## src/rtl/arb_pkg.sv

```systemverilog
// Shared constants, types and helpers for the four-port arbitrated request queue.
package arb_pkg;
  localparam int NPORT         = 4;
  localparam int DEPTH_DEFAULT = 4;

  typedef logic [1:0] port_idx_t;

  // Lowest set bit of a grant vector; 0 when the vector is empty.
  function automatic port_idx_t lowest_idx(input logic [NPORT-1:0] v);
    port_idx_t idx;
    idx = '0;
    for (int i = NPORT - 1; i >= 0; i--) begin
      if (v[i]) idx = port_idx_t'(i);
    end
    return idx;
  endfunction
endpackage

```

## src/rtl/arb_req_fifo.sv

```systemverilog
// Single-port FIFO holding one requester's queued payloads; pointers carry an extra wrap bit.
module arb_req_fifo
  import arb_pkg::*;
#(
  parameter int DW    = 8,
  parameter int DEPTH = DEPTH_DEFAULT
) (
  input  logic          clk,
  input  logic          rst,
  input  logic          push,
  input  logic          pop,
  input  logic [DW-1:0] wdata,
  output logic          full,
  output logic          empty,
  output logic          nonempty_nxt,
  output logic [DW-1:0] head
);
  localparam int AW = $clog2(DEPTH);
  localparam logic [AW:0] ONE = {{AW{1'b0}}, 1'b1};

  logic [AW:0]   wptr, rptr, occ, occ_nxt;
  logic [DW-1:0] mem [DEPTH];
  logic          do_push, do_pop;

  assign occ     = wptr - rptr;
  assign full    = (wptr[AW] != rptr[AW]) && (wptr[AW-1:0] == rptr[AW-1:0]);
  assign empty   = (wptr == rptr);
  // A full FIFO refuses the push even if a pop frees a slot this cycle.
  assign do_push = push && !full;
  assign do_pop  = pop && !empty;
  assign occ_nxt = occ + (do_push ? ONE : '0) - (do_pop ? ONE : '0);
  assign nonempty_nxt = (occ_nxt != '0);
  assign head    = mem[rptr[AW-1:0]];

  always_ff @(posedge clk or negedge rst) begin
    if (!rst) begin
      wptr <= '0;
      rptr <= '0;
    end else begin
      if (do_push) wptr <= wptr + ONE;
      if (do_pop)  rptr <= rptr + ONE;
    end
  end

  always_ff @(posedge clk) begin
    if (do_push) mem[wptr[AW-1:0]] <= wdata;
  end
endmodule

```

## src/rtl/arb_req_queue.sv

```systemverilog
// Per-port request FIFOs feeding an external round-robin arbiter; the granted head is presented downstream.
// Optional per-port pop statistics are enabled with ARB_REQ_QUEUE_STATS_EN.
module arb_req_queue
  import arb_pkg::*;
#(
  parameter int DW    = 8,
  parameter int DEPTH = DEPTH_DEFAULT
) (
  input  logic                clk,
  input  logic                rst,
  input  logic [NPORT-1:0]    in_valid,
  output logic [NPORT-1:0]    in_ready,
  input  logic [NPORT*DW-1:0] in_data,
  output logic [NPORT-1:0]    req,
  input  logic [NPORT-1:0]    gnt,
  output logic                out_valid,
  input  logic                out_ready,
  output logic [DW-1:0]       out_data,
  output port_idx_t           out_port,
`ifdef ARB_REQ_QUEUE_STATS_EN
  output logic [NPORT-1:0][15:0] pop_cnt,
`endif
  output logic                gnt_err
);
  logic [NPORT-1:0] full, empty, nonempty_nxt, push, pop;
  logic [DW-1:0]    head [NPORT];
  port_idx_t        sel;

  // Ports only accept data once reset has been released.
  assign in_ready = {NPORT{rst}} & ~full;
  assign push     = in_valid & in_ready;

  for (genvar g = 0; g < NPORT; g++) begin : g_port
    arb_req_fifo #(.DW(DW), .DEPTH(DEPTH)) u_fifo (
      .clk          (clk),
      .rst          (rst),
      .push         (push[g]),
      .pop          (pop[g]),
      .wdata        (in_data[g*DW +: DW]),
      .full         (full[g]),
      .empty        (empty[g]),
      .nonempty_nxt (nonempty_nxt[g]),
      .head         (head[g])
    );
  end

  always_comb begin
    sel       = lowest_idx(gnt);
    out_valid = (gnt != '0) && !empty[sel];
    out_data  = out_valid ? head[sel] : '0;
    out_port  = out_valid ? sel : '0;
    pop       = '0;
    pop[sel]  = out_valid && out_ready;
  end

  // Registered stage: request vector and multi-hot grant flag
  always_ff @(posedge clk or negedge rst) begin
    if (!rst) begin
      req     <= '0;
      gnt_err <= 1'b0;
    end else begin
      req     <= nonempty_nxt;
      gnt_err <= ($countones(gnt) > 1);
    end
  end

`ifdef ARB_REQ_QUEUE_STATS_EN
  always_ff @(posedge clk or negedge rst) begin
    if (!rst) begin
      pop_cnt <= '0;
    end else begin
      for (int i = 0; i < NPORT; i++) begin
        if (pop[i] && (pop_cnt[i] != 16'hFFFF)) pop_cnt[i] <= pop_cnt[i] + 16'd1;
      end
    end
  end
`endif
endmodule
```

## config.mk

```make
export PLATFORM = sky130hd
export DESIGN_NAME = arb_req_queue
export DESIGN_NICKNAME = d
export VERILOG_FILES = /design/src/rtl/arb_pkg.sv /design/src/rtl/arb_req_fifo.sv /design/src/rtl/arb_req_queue.sv
export SDC_FILE = /design/constraint.sdc
export NUM_CORES = 1
export LEC_CHECK = 0
export CAP_MARGIN = 5
export CORE_MARGIN = 2
export CORE_UTILIZATION = 50
export CTS_BUF_LIST = sky130_fd_sc_hd__clkbuf_8 sky130_fd_sc_hd__clkbuf_16
export CTS_CLUSTER_SIZE = 8
export DETAILED_ROUTE_END_ITERATION = 10
export PLACE_DENSITY = 0.71
export SYNTH_ARGS = -nofsm -noshare
export SYNTH_HDL_FRONTEND = slang
export SYNTH_SLANG_ARGS = --single-unit
```

## constraint.sdc

```tcl
create_clock -name clk -period 4 [get_ports clk]
set_input_delay 0.6 -clock clk [delete_from_list [all_inputs] [get_ports clk]]
set_output_delay 0.6 -clock clk [all_outputs]
set_load 0.01 [all_outputs]
```

Word level (Yosys, flattened, before mapping)
Memories as Yosys holds them, arrays and structs flattened.
Cells that the tools add are included.
Word-level totals
  bits in registers: 29
  RAM bits: 128
  input bits: 43
  output and inout bits: 20
  word-level logic and storage cells: 116
  memories: 4
Operators by class
  $add $sub $neg: 23
  $lt $le $gt $ge: 4
  eq/ne operators: 12
  mux-type cells: 29
  bitwise gates (word level): 5
  reduce and logical (&&, ||, !) cells: 29
Memory list
  g_port[0].u_fifo.mem: depth 4, width 8, rd ports 1, clocked after memory_dff 0, write ports 1, RTL line arb_req_fifo.sv:22  | logic [DW-1:0] mem [DEPTH];
  g_port[1].u_fifo.mem: depth 4, width 8, rd ports 1, clocked after memory_dff 0, write ports 1, RTL line arb_req_fifo.sv:22
  g_port[2].u_fifo.mem: depth 4, width 8, rd ports 1, clocked after memory_dff 0, write ports 1, RTL line arb_req_fifo.sv:22
  g_port[3].u_fifo.mem: depth 4, width 8, rd ports 1, clocked after memory_dff 0, write ports 1, RTL line arb_req_fifo.sv:22
Operator list (number)
  $add 3x1->3 const B: 8
  $mux 8: 3
  $sub 3x3->3: 8
  $mux 1: 18
  $bmux 8 s2: 1
  $logic_and 1x1->1: 15
  $add 3x3->3: 4
  $and 4x4->4: 3
  $eq 3x3->1: 4
  $reduce_bool 3->1: 4
  $mux 2: 5
  $logic_not 1->1: 9
  $eq 2x2->1: 4
  $add 1x1->2: 2
  $ne 1x1->1: 4
  $not 4->4: 1
  $reduce_bool 4->1: 1
  $add 2x2->3: 1
  $ge 3x3->1 const B: 1
  $gt 3x1->1 const B: 1
  $lt 2x3->1 const B: 1
  $not 2->3: 1
  $bmux 1 s2: 1
  $demux 1 s2: 1
  $ge 2x1->1 const B: 1

Depth between registers and ports, before layout
Gate-level depths: netlist of the first run.
  depth in word-level cells: 14
  mapped depth: 15
  mapped depth without buffers: 14

By module
From an unflattened synthesis of the first run, not the netlist that was laid out.
Unflattened totals
  cell total of the unflattened synthesis: 471
  area total of the unflattened synthesis: 7448.4 um^2
By module, submodules not included
  arb_req_fifo (g_port[1].u_fifo ...): instances 3, cells each 98, area an instance 1701.6 um^2, seq. area each 1111.1 um^2
  arb_req_fifo (g_port[0].u_fifo): instances 1, cells each 96, area an instance 1687.9 um^2, seq. area each 1111.1 um^2
  arb_req_queue: instances 1, cells each 81, area an instance 655.6 um^2, seq. area each 125.1 um^2

Worst setup path before layout of the first run
OpenSTA, ideal clock, no wires.
  path kind: input to register
  start point: input port gnt[0]
  end point: register req[0]
  setup time: 0.131 ns
  arrival time: 3.710 ns
  data required time: 3.869 ns
  path slack: 0.159 ns
  stages on the path: 14
  path buffers: 1
  cell sequence: clkbuf_1 -> clkinv_1 -> ha_1 -> a221o_1 -> nor4b_4 -> inv_1 -> fa_1 -> inv_1 -> fa_1 -> inv_1 -> ha_1 -> xnor2_1 -> xnor2_1 -> or3_1
Between the ends
  longest elaborated chain between the ends: 11
  elaborated cells on any way between the ends: 17
  classes of those cells: 1 x add/sub; 2 x order compare; 6 x mux; 1 x bitwise; 7 x reduce/logical
Ends and longest elaborated chain
  start, declared: RTL line arb_req_queue.sv:15  | input logic [NPORT-1:0] gnt,
  branches (longest 6 deep; another with $lt 2x3->1)
  $and 4x4->4 (no source line) *
  $logic_and 1x1->1 *: RTL line arb_req_fifo.sv:30  | assign do_pop = pop && !empty;
  $mux 1 *: RTL line arb_req_fifo.sv:31  | assign occ_nxt = occ + (do_push ? ONE : '0) - (do_pop ? ONE : '0);
  $sub 3x3->3 *: RTL line arb_req_fifo.sv:31
  $reduce_bool 3->1 *: RTL line arb_req_fifo.sv:32  | assign nonempty_nxt = (occ_nxt != '0);
  named net g_port[0].u_fifo.nonempty_nxt: RTL line arb_req_fifo.sv:15  | output logic nonempty_nxt,
  end signal, assigned: RTL line arb_req_queue.sv:62  | req <= nonempty_nxt;
  end, declared: RTL line arb_req_queue.sv:14  | output logic [NPORT-1:0] req,
Mark *: on every way through the listed nets, which the timed path passes. The select of a mux whose other input is x is not followed.
A chain may end at the register's enable or synchronous reset.

Final worst setup path of the first run
  start point: input port gnt[0]
  end point: output port out_port[1]
Between the ends
  longest elaborated chain between the ends: 6
  elaborated cells on any way between the ends: 7
  classes of those cells: 4 x mux; 3 x reduce/logical
Ends and longest elaborated chain
  $mux 2: RTL line arb_pkg.sv:13  | if (v[i]) idx = port_idx_t'(i);
  $bmux 1 s2: RTL line arb_req_queue.sv:49  | out_valid = (gnt != '0) && !empty[sel];
  $mux 1 (not written as such): RTL line arb_req_queue.sv:49
  $logic_not 1->1: RTL line arb_req_queue.sv:49
  $logic_and 1x1->1: RTL line arb_req_queue.sv:49
  $mux 2 *: RTL line arb_req_queue.sv:51  | out_port = out_valid ? sel : '0;
  end, declared: RTL line arb_req_queue.sv:19  | output port_idx_t out_port,
Mark *: on every way between the ends. The rest lies on a longest branch, timed or not. The select of a mux whose other input is x is not followed.

==> impl_metrics.py, run 1 <==
metrics = {
    "yosys": {
        "syn-num-nets": 487,
        "synthTopCellsByArea": "edfxtp_1 (54%), dfrtp_1 (10%), mux4_2 (7.6%)",
        "synth_warnings": 0,
        "yosysSeqAreaShare": 0.6434,
        "synthMuxAreaShare": 0.1126,
        "synth.largest_area_cell": "edfxtp_1",
        "syn_inst": 405,
        "synth-compound-area-share": 0.03823,
        "synth_simple_gate_area_frac": 0.04915,
        "avgSynthCellArea_sq_um": 17.54,
        "synth_fa_ha_area_frac": 0.07822,
        "synthDistinctLibCells": 43,
        "synth_xor_area_frac": 0.05162,
        "netlist_area_sq_um": 7102,
        "synth_top_family_by_area": "multiplexers",
        "yosysTopAreaCellShare": 0.5412,
        "synth_seq_cells": 157,
    },
    "placement": {
        "hpwlAfterDp_um": 9919,
        "detailedPlace.worstSlack_ns": -0.09865,
        "io_buffer_count": 62,
        "gp_congestion": 0.9487,
    },
    "timing": {
        "worst_hold_slack_ns": 0.04537,
        "layout_min_cycle_time_ns": 3.924,
        "hold_violations": 0,
        "worst_slack_ns": 0.07646,
        "slew_viol_final": 0,
        "relSlewSlack": 0.6028,
        "grt_setup_unrepaired": "false",
        "worst_slew_pin_slew_ns": 0.5958,
        "fin_crit_sh": 0.9809,
        "fmax_ghz": 0.2549,
        "fin_worst_skew_ns": 0.008109,
        "finalSetupViolCount": 0,
        "fin_setup_tns_ns": 0,
    },
    "pwr": {
        "clock_power_share": 0.275,
        "powerDensity_nw_per_um2": 729.9,
        "cell_internal_pwr_mw": 4.314,
        "pwr-share-seq": 0.361,
        "power_leakage_nw": 3.189,
        "power_switching_mw": 2.041,
        "p_comb_frac": 0.363,
        "ir_worst_vdd_mv": 0.3538,
        "totalPowerFinal_mw": 6.355,
        "swShare": 0.3211,
    },
    "clocking": {
        "cts-hold-fix-buffers": 0,
        "htreeDepth": 4,
        "clkLatencyLatePin_ns": 0.43,
        "cts.sinks": 157,
        "cts_tree": "built",
        "post_cts_resized": 0,
        "clock_path_buffers": 2,
        "clkTransAtPathRegs_ns": 0.06,
        "numCtsBuffers": 17,
        "post_cts_buffers": 0,
        "cts_root_buf": "clkbuf_16",
    },
    "critical_path": {
        "cp_common_cell": "clkdlybuf4s50_1",
        "required_ns": 3.40,
        "critPathBufInv": 4,
        "crit_path_max_fanout": 11,
        "arrival_ns": 3.32,
        "crit_family": "buffers and inverters",
        "slowest_delay_ns": 0.63,
        "crit_path_end_kind": "primary output",
        "path_class": "in2out",
        "cp-start-kind": "input pin",
        "path_cells": "clkdlybuf4s50_1, clkinv_1, ha_1, a221o_1, buf_4, nand3b_4, nor4_1, clkdlybuf4s50_1",
        "slowest_stage": "clkdlybuf4s50_1",
    },
    "floorplanning": {
        "top_level_ports": 63,
        "rows": 43,
        "die_area_sq_um": 15170,
        "core_sq_um": 13880,
        "initial_core_util": 0.5116,
        "die_width_um": 123.2,
        "die-height_um": 123.2,
    },
    "worst_hold_path": {
        "hp-class": "in2async",
    },
    "global_route": {
        "grt_pass1_vias": 4061,
        "antenna_found_initial": 0,
        "grt_pass1_wl_um": 21880,
        "grt_max_degree": 17,
        "grt_usage": 0.2008,
        "grt_overflow": 0,
    },
    "finish": {
        "drive_gt1_frac": 0.1809,
        "regArea_sq_um": 4569,
        "fillCellCount": 1000,
        "post-route-util": 0.6272,
        "n_antenna_cell": 0,
        "syn2layout_area_growth_pct": 22.59,
        "multiInputGateArea_sq_um": 2347,
        "fin_nets": 583,
    },
    "route": {
        "via_per_inst": 5.454,
        "drc": 0,
        "avgRoutedWirePerCell_um": 20.03,
        "first_pass_iters": 4,
        "drt_iter0_markers": 170,
        "ant_nets": 0,
        "drt-total-wl_um": 13900,
        "num_vias": 3785,
    },
    "flow_run": {
        "drv_cap": 0,
    },
    "outcome": {
        "outcome": "finished, final reports clean",
    },
}
## per-layer routing
layer | share of wire | global-route usage | routed length (um)
met1 | 0.43 | 0.2639 | 6030
met2 | 0.48 | 0.3111 | 6680
met3 | 0.048 | 0.05351 | 669
met4 | 0.037 | 0.09943 | 520
met5 | 0 | 0 | 0
## final cells by class
class / count / share of cell area
tap: 180 / 0.02587
clock inverter: 15 / 0.02515
clock buffer: 17 / 0.04886
multi-input combinational: 208 / 0.2696
timing repair buffer: 88 / 0.09313
inverter: 29 / 0.01250
sequential: 157 / 0.5249
## final timing paths
path / from / depth (start not counted) / slack [ns] / end
max: gnt[0] / 8 / 0.08 / out_port[1]
min in group clk: g_port[3].u_fifo.rptr[2]$_DFFE_PN0P_ / 1 / 0.50 / g_port[3].u_fifo.rptr[2]$_DFFE_PN0P_
max reg2reg: g_port[0].u_fifo.rptr[2]$_DFFE_PN0P_ / 13 / 0.61 / req[0]$_DFF_PN0_
min reg2reg: g_port[3].u_fifo.rptr[2]$_DFFE_PN0P_ / 1 / 0.50 / g_port[3].u_fifo.rptr[2]$_DFFE_PN0P_
max in group asynchronous: rst / 2 / 3.51 / g_port[1].u_fifo.wptr[0]$_DFFE_PN0P_
min: rst / 1 / 0.05 / g_port[0].u_fifo.wptr[0]$_DFFE_PN0P_
## stage by stage
stage | area, sq um | std cells
after global placement | 8056 | 662
after global routing | 8706 | 694
after detailed placement | 8056 | 662
after floorplan | 7102 | 405
after CTS | 8701 | 694
final | 8706 | 694
## power by group through the flow
stage,Clock (mW),Sequential [mW],Combinational (mW)
6_report,1.75,2.30,2.31
5_1_grt,1.83,2.33,2.58
4_1_cts,1.76,2.30,2.34
3_5_place_dp,0,2.33,2.32
3_3_place_gp,0,2.31,2.25
2_1_floorplan,0,2.25,1.63
## synthesized netlist by cell type (all sizes together)
| cell | n |
|---|---|
| a221o | 1 |
| mux2 | 4 |
| o211a | 2 |
| nand4 | 5 |
| clkinv | 2 |
| xnor2 | 23 |
| o21a | 2 |
| o21ai | 6 |
| nand3b | 1 |
| dfrtp | 29 |
| or2 | 1 |
| o311a | 2 |
| buf | 10 |
| nor2 | 5 |
| ha | 30 |
| and2 | 17 |
| a211oi | 7 |
| mux4 | 32 |
| nor4b | 2 |
| fa | 9 |
| edfxtp | 128 |
| nor3 | 4 |
| o31a | 2 |
| nor3b | 1 |
| nor4 | 3 |
| nand2 | 8 |
| inv | 27 |
| clkbuf | 1 |
| xor2 | 15 |
| or3 | 4 |
| o211ai | 1 |
| a21oi | 1 |
| o22ai | 15 |
| nand2b | 2 |
| nand3 | 3 |
## cells by family (layout without fill, tap and decap cells)
group,Yosys count,after routing
buffers and inverters,40,149
adder cells (fa/ha/maj),39,39
AND/OR/NAND/NOR,56,56
multiplexers,36,36
AO/OA/AOI/OAI,39,39
flip-flops,157,157
XOR/XNOR,38,38
## cells in the final DEF, fill, tap and decap left out, drive strengths merged
cell,n
or3,4
or2,1
nor2,5
o21a,2
a21oi,1
o21ai,6
xor2,15
nand2,8
inv,29
o211ai,1
nand4,5
o31a,2
dfrtp,29
clkinv,6
nor4b,2
nor3,4
nand3,3
clkinvlp,4
nand3b,1
nor4,3
nor3b,1
o311a,2
o22ai,15
a221o,1
clkbuf,17
mux2,4
ha,30
mux4,32
a211oi,7
buf,27
clkdlybuf4s50,61
and2,17
xnor2,23
nand2b,2
edfxtp,128
bufinv,5
o211a,2
fa,9
## sequential cells by signal, indices dropped and copies added, names as in the netlist
name,count
req,4
gnt_err,1
g_port.u_fifo.mem,128
g_port.u_fifo.rptr,12
g_port.u_fifo.wptr,12
Note: power is estimated with default switching activity, not from simulation.
==> run 2, diff against run 1 <==
--- a/config.mk
+++ b/config.mk
@@ -6,7 +6,7 @@
 export NUM_CORES = 1
 export LEC_CHECK = 0
 export CAP_MARGIN = 5
-export CORE_MARGIN = 2
+export CORE_MARGIN = 5
 export CORE_UTILIZATION = 50
 export CTS_BUF_LIST = sky130_fd_sc_hd__clkbuf_8 sky130_fd_sc_hd__clkbuf_16
 export CTS_CLUSTER_SIZE = 8
==> impl_metrics.py, run 2 (synthesized netlist as in run 1, its figures left out) <==
metrics = {
    "route": {
        "num_vias": 3708,
        "drt_iter0_markers": 246,
        "ant_nets": 0,
        "drt-total-wl_um": 13750,
        "avgRoutedWirePerCell_um": 19.89,
        "drc": 0,
        "first_pass_iters": 5,
        "via_per_inst": 5.366,
    },
    "floorplanning": {
        "core_sq_um": 13880,
        "die_area_sq_um": 16690,
        "die_width_um": 129.2,
        "die-height_um": 129.2,
        "top_level_ports": 63,
        "initial_core_util": 0.5116,
        "rows": 43,
    },
    "pwr": {
        "pwr-share-seq": 0.382,
        "cell_internal_pwr_mw": 4.067,
        "clock_power_share": 0.235,
        "p_comb_frac": 0.383,
        "swShare": 0.3236,
        "totalPowerFinal_mw": 6.013,
        "power_leakage_nw": 3.165,
        "ir_worst_vdd_mv": 0.3539,
        "power_switching_mw": 1.946,
        "powerDensity_nw_per_um2": 702.0,
    },
    "timing": {
        "fin_setup_tns_ns": 0,
        "fin_crit_sh": 0.9791,
        "hold_violations": 0,
        "fin_worst_skew_ns": 0.007510,
        "worst_slew_pin_slew_ns": 0.5535,
        "fmax_ghz": 0.2553,
        "relSlewSlack": 0.6310,
        "finalSetupViolCount": 0,
        "layout_min_cycle_time_ns": 3.917,
        "grt_setup_unrepaired": "false",
        "slew_viol_final": 0,
    },
    "clocking": {
        "numCtsBuffers": 17,
        "clkTransAtPathRegs_ns": 0.05,
        "htreeDepth": 4,
        "clkLatencyLatePin_ns": 0.42,
        "post_cts_resized": 0,
        "cts-hold-fix-buffers": 0,
        "clock_path_buffers": 2,
        "cts_tree": "built",
        "post_cts_buffers": 0,
        "cts_root_buf": "clkbuf_16",
        "cts.sinks": 157,
    },
    "critical_path": {
        "crit_family": "buffers and inverters",
        "path_cells": "clkdlybuf4s50_1, clkinv_1, ha_1, a221o_1, buf_4, nand3b_4, nor3_1, clkdlybuf4s50_1",
        "cp_common_cell": "clkdlybuf4s50_1",
        "path_class": "in2out",
        "r2r_cells": 13,
        "crit_cells": 8,
        "rrSetupSlack_ns": 0.61,
        "arrival_ns": 3.32,
        "crit_path_max_fanout": 11,
        "r2r-end": "req[0]$_DFF_PN0_",
        "slowest_delay_ns": 0.62,
        "r2r_start": "g_port[1].u_fifo.wptr[2]$_DFFE_PN0P_",
        "crit_path_end_kind": "primary output",
        "cp-startpoint": "gnt[0]",
        "critPathBufInv": 4,
        "cp-start-kind": "input pin",
        "required_ns": 3.40,
        "slowest_stage": "clkdlybuf4s50_1",
        "endpoint": "out_data[7]",
    },
    "finish": {
        "n_antenna_cell": 0,
        "final_cells": 691,
        "syn2layout_area_growth_pct": 20.61,
        "fillCellCount": 1011,
        "post-route-util": 0.6171,
        "drive_gt1_frac": 0.1585,
        "final_area_sq_um": 8566,
        "largest_reg_flops": 128,
        "final_cell_mix": "edfxtp_1 (128), clkdlybuf4s50_1 (61), inv_1 (35)",
        "layout_commonest_cell": "edfxtp_1",
        "fin_nets": 580,
    },
    "flow_run": {
        "drv_cap": 0,
    },
    "global_route": {
        "grt_pass1_vias": 4028,
        "antenna_found_initial": 0,
        "grt_pass1_wl_um": 21870,
        "grt_overflow": 0,
        "grt_usage": 0.1796,
        "grt_max_degree": 17,
    },
    "placement": {
        "hpwlAfterDp_um": 9990,
        "dp.cells": 659,
        "io_buffer_count": 62,
        "place_area_sq_um": 8034,
        "gp_congestion": 0.8044,
    },
    "worst_hold_path": {
        "hp-class": "in2async",
    },
    "outcome": {
        "outcome": "finished, final reports clean",
    },
}
[run 2: area by class of cell]
class	count	area, sq um	area share
clock buffers	22	494.2	0.05770
clock inverters	10	37.54	0.004382
inverters	29	108.9	0.01271
multi-input cells	208	2342	0.2734
flip-flops and latches	157	4569	0.5334
well taps	180	225.2	0.02629
repair buffers	85	788.3	0.09202
[run 2: worst min-delay path by stage]
stage / start / endpoint / slack (ns) / cells after the start
6_report: rst / g_port[1].u_fifo.wptr[0]$_DFFE_PN0P_ / 0.09 / 1
5_1_grt: rst / g_port[1].u_fifo.wptr[0]$_DFFE_PN0P_ / 0.1 / 1
4_1_cts: rst / req[3]$_DFF_PN0_ / 0.08 / 1
3_5_place_dp: g_port[3].u_fifo.wptr[2]$_DFFE_PN0P_ / g_port[3].u_fifo.wptr[2]$_DFFE_PN0P_ / 0.49 / 1
3_3_place_gp: g_port[3].u_fifo.rptr[2]$_DFFE_PN0P_ / g_port[3].u_fifo.rptr[2]$_DFFE_PN0P_ / 0.48 / 1
2_1_floorplan: rst / g_port[0].u_fifo.rptr[0]$_DFFE_PN0P_ / 0.30 / 0
[run 2: power by group through the flow]
stage / combinational [mW] / clock [mW] / sequential [mW]
floorplan: 1.63 / 0 / 2.25
global placement: 2.24 / 0 / 2.31
detailed placement: 2.32 / 0 / 2.33
CTS: 2.33 / 1.45 / 2.30
global route: 2.54 / 1.52 / 2.33
finish: 2.30 / 1.42 / 2.30
[run 2: through the flow]
stage	worst slack, ns	hold slack, ns
4_1_cts	0.1384	0.07848
5_1_grt	0.02647	0.09686
2_1_floorplan	0.1589	0.3044
3_3_place_gp	0.04839	0.4803
6_report	0.08341	0.09014
3_5_place_dp	-0.05236	0.4860
[run 2: routing by layer]
layer,vias up,wire length [um],track usage,part of all wire
met5,-,0,0,0
met4,0,340,0.08586,0.025
met3,16,529,0.03916,0.038
met2,79,6998,0.2902,0.51
met1,1869,5876,0.2334,0.43
li1,1744,-,-,-
==> run 3, diff against run 2 <==
==> constraint.sdc (replaced) <==
create_clock -name clk -period 4 [get_ports clk]
set_input_delay 0.6 -clock clk [delete_from_list [all_inputs] [get_ports clk]]
set_output_delay 0.6 -clock clk [all_outputs]
set_load 0.1 [all_outputs]
==> impl_metrics.py, run 3 (synthesized netlist as in run 1, its figures left out) <==
metrics = {
    "clocking": {
        "numCtsBuffers": 17,
        "clock_path_buffers": 2,
        "cts_root_buf": "clkbuf_16",
        "clkLatencyLatePin_ns": 0.42,
        "post_cts_resized": 0,
        "htreeDepth": 4,
        "clkTransAtPathRegs_ns": 0.06,
        "cts-hold-fix-buffers": 0,
        "cts_tree": "built",
        "cts.sinks": 157,
        "post_cts_buffers": 0,
    },
    "pwr": {
        "power_leakage_nw": 3.198,
        "p_comb_frac": 0.473,
        "clock_power_share": 0.196,
        "ir_worst_vdd_mv": 0.4985,
        "power_switching_mw": 2.720,
        "powerDensity_nw_per_um2": 794.9,
        "pwr-share-seq": 0.331,
        "swShare": 0.3961,
        "cell_internal_pwr_mw": 4.147,
    },
    "critical_path": {
        "crit_path_max_fanout": 11,
        "r2r_start": "g_port[1].u_fifo.wptr[2]$_DFFE_PN0P_",
        "r2r-end": "req[0]$_DFF_PN0_",
        "arrival_ns": 3.05,
        "slowest_delay_ns": 0.58,
        "rrSetupSlack_ns": 0.68,
        "r2r_cells": 13,
        "path_cells": "clkdlybuf4s50_1, clkinv_1, ha_1, a221o_1, buf_4, nand3b_4, nor3_1, buf_12",
        "path_class": "in2out",
        "endpoint": "out_port[0]",
        "cp-start-kind": "input pin",
        "cp-startpoint": "gnt[0]",
        "slowest_stage": "clkdlybuf4s50_1",
        "crit_path_end_kind": "primary output",
        "required_ns": 3.40,
    },
    "route": {
        "avgRoutedWirePerCell_um": 19.89,
        "drt-total-wl_um": 13760,
        "drc": 0,
        "first_pass_iters": 5,
        "drt_iter0_markers": 275,
        "ant_nets": 0,
        "via_per_inst": 5.423,
        "num_vias": 3753,
    },
    "finish": {
        "n_antenna_cell": 0,
        "final_cells": 692,
        "final_cell_mix": "edfxtp_1 (128), clkdlybuf4s50_1 (46), inv_1 (30), ha_1 (30), dfrtp_1 (29)",
        "layout_commonest_cell": "edfxtp_1",
        "syn2layout_area_growth_pct": 21.65,
        "largest_reg_flops": 128,
        "fin_nets": 581,
        "drive_gt1_frac": 0.1914,
    },
    "timing": {
        "finalSetupViolCount": 0,
        "grt_setup_unrepaired": "false",
        "slew_viol_final": 0,
        "hold_violations": 0,
        "fin_worst_skew_ns": 0.008302,
        "layout_min_cycle_time_ns": 3.646,
        "worst_slew_pin_slew_ns": 0.9702,
        "relSlewSlack": 0.3512,
        "fin_setup_tns_ns": 0,
        "fin_crit_sh": 0.9115,
        "fmax_ghz": 0.2743,
    },
    "floorplanning": {
        "core_sq_um": 13880,
        "rows": 43,
        "die-height_um": 129.2,
        "initial_core_util": 0.5116,
        "die_width_um": 129.2,
        "top_level_ports": 63,
        "die_area_sq_um": 16690,
    },
    "global_route": {
        "grt_max_degree": 18,
        "grt_usage": 0.1809,
        "grt_pass1_wl_um": 22210,
        "antenna_found_initial": 0,
        "grt_pass1_vias": 4007,
        "grt_overflow": 0,
    },
    "placement": {
        "dp.cells": 660,
        "io_buffer_count": 62,
        "gp_congestion": 0.8350,
        "hpwlAfterDp_um": 9892,
    },
    "worst_hold_path": {
        "hp-class": "in2async",
    },
    "outcome": {
        "outcome": "finished, final reports clean",
    },
    "flow_run": {
        "drv_cap": 0,
    },
}
-- run 3: metal layers --
metal  global-route usage  wire, um
met1               0.2573      6224
met2               0.2738      6679
met3              0.03421       495
met4              0.08277       363
met5                    0         0
-- run 3: final cells by class --
class | instances | area [sq um]
clock buffers | 17 | 425.4
clock inverters | 15 | 66.31
fillers | 987 | 5241
inverters | 29 | 108.9
multi-input cells | 208 | 2349
flip-flops and latches | 157 | 4569
well taps | 180 | 225.2
repair buffers | 86 | 895.9
-- run 3: power by group through the flow --
stage	registers (mW)	clock network, mW	logic, mW
2_1_floorplan	2.32	0	2.27
3_3_place_gp	2.29	0	3.20
3_5_place_dp	2.30	0	3.27
4_1_cts	2.27	1.37	3.29
5_1_grt	2.30	1.45	3.51
6_report	2.27	1.35	3.25
-- run 3: worst min path at each step --
| stage | end | slack, ns |
|---|---|---|
| finish | req[3]$_DFF_PN0_ | 0.08 |
| floorplan | g_port[0].u_fifo.rptr[0]$_DFFE_PN0P_ | 0.30 |
| detailed placement | g_port[3].u_fifo.wptr[2]$_DFFE_PN0P_ | 0.49 |
| global placement | g_port[3].u_fifo.wptr[2]$_DFFE_PN0P_ | 0.48 |
| global route | g_port[1].u_fifo.wptr[0]$_DFFE_PN0P_ | 0.09 |
| CTS | req[1]$_DFF_PN0_ | 0.06 |
-- run 3: critical path, delay by kind of cell --
| family | cells | cell delay (ns) |
|---|---|---|
| compound gates | 1 | 0.38 |
| fa+ha+maj | 1 | 0.22 |
| buf+inv | 4 | 1.13 |
| simple gates | 2 | 0.70 |
-- run 3: through the flow --
stage                     power, mW  utilization  hold slack [ns]  setup WS (ns)  cell area (sq um)
after detailed placement      5.574       0.5870           0.4877       -0.06501               8148
after global routing          7.264       0.6224          0.08694         0.2343               8640
final                         6.868       0.6224          0.07966         0.3540               8640
after floorplan               4.593            -           0.3044        -0.9164               7108
after global placement        5.489       0.5870           0.4797        0.05802               8148
after CTS                     6.929       0.6224          0.06399         0.3533               8640
